`config.mk`:
```
export PLATFORM = sky130hd
export DESIGN_NAME = spie_arb
export DESIGN_NICKNAME = d
export VERILOG_FILES = /design/src/rtl/spie_arb_pkg.sv /design/src/rtl/spie_arb_rr.sv /design/src/rtl/spie_arb.sv
export SDC_FILE = /design/constraint.sdc
export NUM_CORES = 1
export LEC_CHECK = 0
export CAP_MARGIN = 20
export CORE_UTILIZATION = 38
export CTS_BUF_LIST = sky130_fd_sc_hd__clkbuf_16
export CTS_CLUSTER_SIZE = 24
export DETAILED_ROUTE_END_ITERATION = 10
export HOLD_SLACK_MARGIN = 0.08
export PLACE_DENSITY = 0.88
export REMOVE_ABC_BUFFERS = 1
export SLEW_MARGIN = 20
export SYNTH_ARGS = -nofsm -noshare
export SYNTH_HDL_FRONTEND = slang
export SYNTH_SLANG_ARGS = --single-unit
export TNS_END_PERCENT = 1
```
`constraint.sdc`:
```
create_clock -name clk -period 3.1 [get_ports clk]
set_input_delay 0.62 -clock clk [delete_from_list [all_inputs] [get_ports clk]]
set_output_delay 0.62 -clock clk [all_outputs]
set_load 0.005 [all_outputs]
```
`src/rtl/spie_arb_pkg.sv`:
```
// Shared definitions for the spie arbiter: ctrl register field positions,
// register addresses and arbiter state encodings.
package spie_arb_pkg;
  localparam int   CTRL_CS_LSB = 0;
  localparam int   CTRL_CS_MSB = 2;
  localparam logic ADDR_CTRL   = 1'b1;

  typedef enum logic [1:0] {
    ST_IDLE  = 2'd0,
    ST_ISSUE = 2'd1,
    ST_FORCE = 2'd2
  } arb_state_e;
endpackage

```
`src/rtl/spie_arb_rr.sv`:
```
// Combinational round-robin picker: the first set request after last_i
// (wrapping) wins.
module spie_arb_rr #(
  parameter int NREQ = 2,
  parameter int IDXW = 1
) (
  input  logic [NREQ-1:0] req_i,
  input  logic [IDXW-1:0] last_i,
  output logic            any_o,
  output logic [IDXW-1:0] win_o
);
  // Scan from farthest to nearest so the nearest candidate overrides.
  always_comb begin
    any_o = 1'b0;
    win_o = '0;
    for (int k = NREQ; k >= 1; k--) begin
      if (req_i[IDXW'((int'(last_i) + k) % NREQ)]) begin
        any_o = 1'b1;
        win_o = IDXW'((int'(last_i) + k) % NREQ);
      end
    end
  end
endmodule

```
`src/rtl/spie_arb.sv`:
```
// Arbiter sharing one spie SPI slave port between NREQ requesters, with
// chip-select locking and an idle watchdog that force-releases a stale lock.
module spie_arb
  import spie_arb_pkg::*;
#(
  parameter int          NREQ         = 2,
  parameter int unsigned LOCK_TIMEOUT = 1048576,
  parameter int          TW           = 21,
  parameter logic [31:0] REL_CTRL     = 32'h0,
  localparam int         IDXW         = (NREQ > 1) ? $clog2(NREQ) : 1
) (
  input  logic               clk,
  input  logic               rst,
  input  logic [NREQ-1:0]    req_stb,
  input  logic [NREQ-1:0]    req_we,
  input  logic [NREQ-1:0]    req_addr,
  input  logic [32*NREQ-1:0] req_data_in,
  output logic [31:0]        req_data_out,
  output logic [NREQ-1:0]    req_ack,
  output logic               spi_stb,
  output logic               spi_we,
  output logic               spi_addr,
  output logic [31:0]        spi_data_in,
  input  logic [31:0]        spi_data_out,
  input  logic               spi_ack,
  output logic [IDXW-1:0]    owner,
  output logic               locked,
  output logic               rel_evt
);
  localparam logic [TW-1:0]   WD_LAST  = TW'(LOCK_TIMEOUT - 1);
  localparam bit              WD_EN    = (LOCK_TIMEOUT != 0);
  localparam logic [IDXW-1:0] LAST_RST = IDXW'(NREQ - 1);

  arb_state_e      state_q, state_d;
  logic            locked_q, locked_d;
  logic [IDXW-1:0] owner_q, owner_d, last_q, last_d, win_q, win_d;
  logic [TW-1:0]   wdog_q, wdog_d;
  logic [NREQ-1:0] elig;
  logic            rr_any, issue;
  logic [IDXW-1:0] rr_win;
  logic [31:0]     win_data;
  logic            unused_spi_ack;

  // spie acks combinationally with stb, so sequencing ignores spi_ack.
  assign unused_spi_ack = spi_ack;

  assign elig     = locked_q ? (req_stb & (NREQ'(1) << owner_q)) : req_stb;
  assign win_data = req_data_in[32*win_q +: 32];
  assign issue    = (state_q == ST_ISSUE) && req_stb[win_q];
  assign owner    = owner_q;
  assign locked   = locked_q;

  spie_arb_rr #(.NREQ(NREQ), .IDXW(IDXW)) u_rr (
    .req_i  (elig),
    .last_i (last_q),
    .any_o  (rr_any),
    .win_o  (rr_win)
  );

  always_comb begin
    state_d      = state_q;
    locked_d     = locked_q;
    owner_d      = owner_q;
    last_d       = last_q;
    win_d        = win_q;
    wdog_d       = locked_q ? wdog_q : '0;
    req_ack      = '0;
    req_data_out = '0;
    spi_stb      = 1'b0;
    spi_we       = 1'b0;
    spi_addr     = 1'b0;
    spi_data_in  = '0;
    rel_evt      = 1'b0;
    case (state_q)
      ST_IDLE: begin
        if (rr_any) begin
          win_d   = rr_win;
          last_d  = rr_win;
          state_d = ST_ISSUE;
        end else if (locked_q) begin
          if (WD_EN && wdog_q == WD_LAST) state_d = ST_FORCE;
          else if (wdog_q != '1)          wdog_d  = wdog_q + 1'b1;
        end
      end
      ST_ISSUE: begin
        // A requester that dropped its strobe cancels silently.
        state_d = ST_IDLE;
        if (issue) begin
          spi_stb        = 1'b1;
          spi_we         = req_we[win_q];
          spi_addr       = req_addr[win_q];
          spi_data_in    = win_data;
          req_ack[win_q] = 1'b1;
          req_data_out   = spi_data_out;
          wdog_d         = '0;
          if (spi_we && spi_addr == ADDR_CTRL) begin
            if (|win_data[CTRL_CS_MSB:CTRL_CS_LSB]) begin
              locked_d = 1'b1;
              owner_d  = win_q;
            end else begin
              locked_d = 1'b0;
            end
          end
        end
      end
      ST_FORCE: begin
        spi_stb     = 1'b1;
        spi_we      = 1'b1;
        spi_addr    = ADDR_CTRL;
        spi_data_in = REL_CTRL;
        rel_evt     = 1'b1;
        locked_d    = 1'b0;
        state_d     = ST_IDLE;
      end
      default: state_d = ST_IDLE;
    endcase
  end

  always_ff @(posedge clk or posedge rst) begin
    if (rst) begin
      state_q  <= ST_IDLE;
      locked_q <= 1'b0;
      owner_q  <= '0;
      last_q   <= LAST_RST;
      win_q    <= '0;
      wdog_q   <= '0;
    end else begin
      state_q  <= state_d;
      locked_q <= locked_d;
      owner_q  <= owner_d;
      last_q   <= last_d;
      win_q    <= win_d;
      wdog_q   <= wdog_d;
    end
  end
endmodule

```
# Word level (Yosys, flattened, before mapping)
# Cells that the tools add are included.
# op_classes
n_eq_ne,8
n_reduce_logical,10
addsub,3
shift,2
n_lt_le_gt_ge,4
n_mux,45
n_bitwise,1
# ops
op,count
$mux 32,4
$mux 21,6
$shiftx 64x7->32,1
$pmux 21 s2,1
$mux 1,23
$add 21x1->21 const B,1
$eq 21x20->1 const B,1
$ne 21x21->1 const B,1
$mux 2,6
$pmux 1 s2,4
$lt 1x3->1 const B,2
$ne 3x3->1 const B,2
$reduce_and 2->1,2
$reduce_and 4->1,1
$logic_and 1x1->1,3
$reduce_and 3->1,1
$reduce_or 3->1,1
$add 1x1->1 const B,2
$eq 2x1->1 const B,1
$eq 2x2->1 const B,1
$logic_not 2->1,1
$lt 1x2->1 const B,1
$ne 2x1->1 const B,1
$ne 2x2->1 const B,1
other kinds (5),5
# word_totals
elab_cells,79
out_inout_bits,72
register_bits,27
inputBits,105

# Longest topological paths before layout
# logic_depth
word_depth,9
ltp_mapped,8
ltp_nobuf,7

# Cells and area by module
# A second synthesis with hierarchy kept.
# unflattened
hier_cells,279
hier_area_um2,2323.5
# by_module_without_submodules
mod,area_per_inst_um2,instances,cells_each
spie_arb,2302.2,1,277
spie_arb_rr,21.3,1,2

# Worst setup path before layout
# No wires, ideal clock.
# synth_path
path_type,reg-to-output
from,reg state_q[1]
to,out spi_data_in[22]
n_path_buf,1
t_arrival_ps,1375
stages_incl_launch_ff,6
path_slack_ps,1105
cell_sequence,dfrtp_1 -> inv_1 -> ha_1 -> and3b_1 -> clkbuf_1 -> a22o_1
# synth_between
elab_chain_cells,4
# synth_rtl
element,line,text
start: declaration,spie_arb.sv:34,"arb_state_e state_q, state_d;"
start signal: assignment,spie_arb.sv:128,state_q <= state_d;
$eq 2x1->1 (*),"spie_arb.sv:49, spie_arb.sv:74",
$logic_and 1x1->1,spie_arb.sv:49,assign issue = (state_q == ST_ISSUE) && req_stb[win_q];
$mux 32,spie_arb.sv:88,if (issue) begin
$mux 32 (*),spie_arb.sv:74,case (state_q)
end: declaration,spie_arb.sv:23,"output logic [31:0] spi_data_in,"
# Mark *: on every way between the ends. The rest lies on a longest branch, timed or not.

# Worst setup path after layout
# layout_path
from,in req_stb[0]
to,out spi_data_in[12]
# layout_between
elab_chain_cells,5
# layout_rtl
element,line,text
start: declaration,spie_arb.sv:14,"input logic [NREQ-1:0] req_stb,"
$mux 1 (not written as such) (2 in a row),spie_arb.sv:49,
$logic_and 1x1->1,spie_arb.sv:49,
$mux 32,spie_arb.sv:88,
$mux 32,spie_arb.sv:74,
# No other way between the ends. The select of a mux whose other input is x is not followed.

==> results.cfg <==
[detailed_routing]
vias_per_cell = 5.74
drt_iter0_markers = 187
ant_nets = 0
wl_mm = 10.3
routedWlPerCell_microns = 19.4
first_pass_iters = 5
vias = 3052
drc = 0

[synth]
yosys.area_share.simple = 0.336
synthFlopType = dfrtp_1
yosys_warnings = 0
synth_compound_area_frac = 0.274
avgSynthCellArea_sq_um = 8.32
async_flop_share = 1.00
syn_inst = 288
muxShareOfSynthArea = 0.0345
synth_edf_count = 0
synthAdderAreaFrac = 0.0209
synth_xor_area_frac = 0.0110
synth_top_family_by_area = simple AND/OR/NAND/NOR gates
syn-cell-area_sq_um = 2390
ys_ff_latch = 27
synth-seq-area-share = 0.283
yosys.cell_types.count = 59

[global_route]
grt_usage = 0.291
grt-ovfl-total = 0
grt_pass1_vias = 2789
grt_start_max_net_pins = 33
antenna_found_initial = 0
grt_first_pass_wirelength_mm = 14.5

[sta]
holdWs_ns = 0.497
skew_ns = 0.00290
hold_violations = 0
min_period_over_period = 0.976
slew_headroom = 0.588
worst_slew_pin_slew_ns = 0.614
setup_viol = 0
finalMaxSlewViolations = 0
setup-tns-final_ns = 0
period_needed_ns = 3.02
max_freq_ghz = 0.331
rsz0062_at_grt = false

[worst_setup_path]
critPathKind = in2out
crit_fanout = 30
reg2reg_slack_ns = 0.62
worstPathArrival_ns = 2.40
critPathRequiredTime_ns = 2.48
crit_path_start_kind = input port
crit_path_end_kind = output port

[finish]
area_delta_synth_final_pct = 83.4
finalNonFillerCells = 532
mostFrequentLayoutCells = clkdlybuf4s50_1, and2_1, a22o_1
nets = 567
diodes = 0
multi_input_area_sq_um = 1630
fin_area_sq_um = 4390
regArea_sq_um = 677
drive_gt1_frac = 0.0700
fill_cells = 447
final_common_cell = clkdlybuf4s50_1

[floorplanning]
start_util = 0.400
die_x_microns = 81.4
pin_count = 177
core_sq_um = 5990
rows = 28
die_h_microns = 81.4
die_area_sq_um = 6620

[cts]
cts.reportedPaths.clkPinSlew_ns = 0.07
worstSkewPairLatency_ns = 0.26
root_buffer = clkbuf_16
htreeDepth = 1
cts.sinks = 27
post_cts_buffers = 0
cts_tree = built
cts.path.max_buffers = 2
cts_hold_buffers = 0
cts-buffers-inserted = 3

[power_and_ir_drop]
power_leakage_nw = 1.76
total_power_w = 0.00232
ir_drop_v = 0.000420
power_density_nw_per_um2 = 528

[placement]
gp_congestion = 0.941
place_area_sq_um = 4240
hpwlAfterDp_mm = 8.17
portBuffers = 175
place_inst = 526

[worst_hold_path]
hold_path.class = reg2reg

[flow_run]
cap_violations = 0

[outcome]
status = finished, final reports clean
-- per-stage QoR --
stage               worst slack [ns]   util
floorplan                      0.667      -
global placement              0.0604  0.708
detailed placement          -0.00442  0.708
CTS                           0.0272  0.722
global route                  0.0281  0.733
finish                        0.0753  0.733
-- synthesized netlist by cell type, types with 5 or more instances --
cell | n | area share
a21oi_1 | 11 | 0.023
a22o_1 | 29 | 0.11
a31oi_1 | 6 | 0.016
and2_1 | 33 | 0.086
and3_1 | 5 | 0.013
clkbuf_1 | 15 | 0.024
dfrtp_1 | 26 | 0.27
inv_1 | 6 | 0.0094
mux2i_1 | 6 | 0.025
nand2_1 | 19 | 0.030
nand3_1 | 17 | 0.036
nand4_1 | 6 | 0.016
nor2_1 | 18 | 0.028
nor3_1 | 6 | 0.013
o21ai_0 | 10 | 0.021
-- area by class of cell --
| class | instances | area share |
|---|---|---|
| clock inverter | 1 | 0.00171 |
| multi-input combinational | 236 | 0.371 |
| timing repair buffer | 184 | 0.430 |
| tap | 75 | 0.0214 |
| sequential | 27 | 0.154 |
| clock buffer | 3 | 0.0171 |
| inverter | 6 | 0.00513 |
-- what timing repair did --
action	4_1_cts	5_1_grt
pin swaps	0	0
cloned	0	2
resized for setup	1	4
setup endpoints to repair	1	32
-- flip-flops by register name, summed over array words and instances (netlist names) --
name,cells
locked,1
state_q,2
last_q,1
owner,1
wdog_q,21
win_q,1
-- metal layers --
metal,routed length [microns],track usage,up-vias,share of wire
met5,0,0,-,0
met4,417,0.132,0,0.040
met3,860,0.0494,31,0.083
met2,5360,0.539,147,0.52
met1,3700,0.318,1440,0.36
li1,-,-,1434,-
-- power breakdown --
| part | switching (W) | internal [W] |
|---|---|---|
| Sequential | 0.0000954 | 0.000403 |
| Combinational | 0.000668 | 0.000857 |
| Clock | 0.000121 | 0.000175 |
| Total | 0.000884 | 0.00144 |
-- cells by family after synthesis --
| family | count (synthesis) |
|---|---|
| AOI/OAI and AO/OA | 87 |
| xor gates and xnor gates | 3 |
| adders and majority gates | 4 |
| buffers and inverters | 25 |
| DFF | 27 |
| muxes | 8 |
| and+or+nand+nor | 134 |
-- final timing paths --
kind / cells past startpoint / end / start
setup / recovery: 5 / spi_data_in[12] / req_stb[0]
hold / removal: 1 / last_q / last_q
setup reg to reg: 7 / wdog_q[3] / state_q[0]
hold reg to reg: 1 / last_q / last_q
max in group asynchronous: 3 / last_q / rst
min in group asynchronous: 3 / wdog_q[11] / rst
-- critical path, cell delays in order --
cell and delay, ns:
clkdlybuf4s50_1 0.54, and3b_1 0.24, buf_12 0.19, a22o_1 0.21
clkdlybuf4s50_1 0.60
Note: power is estimated with default switching activity, not from simulation.
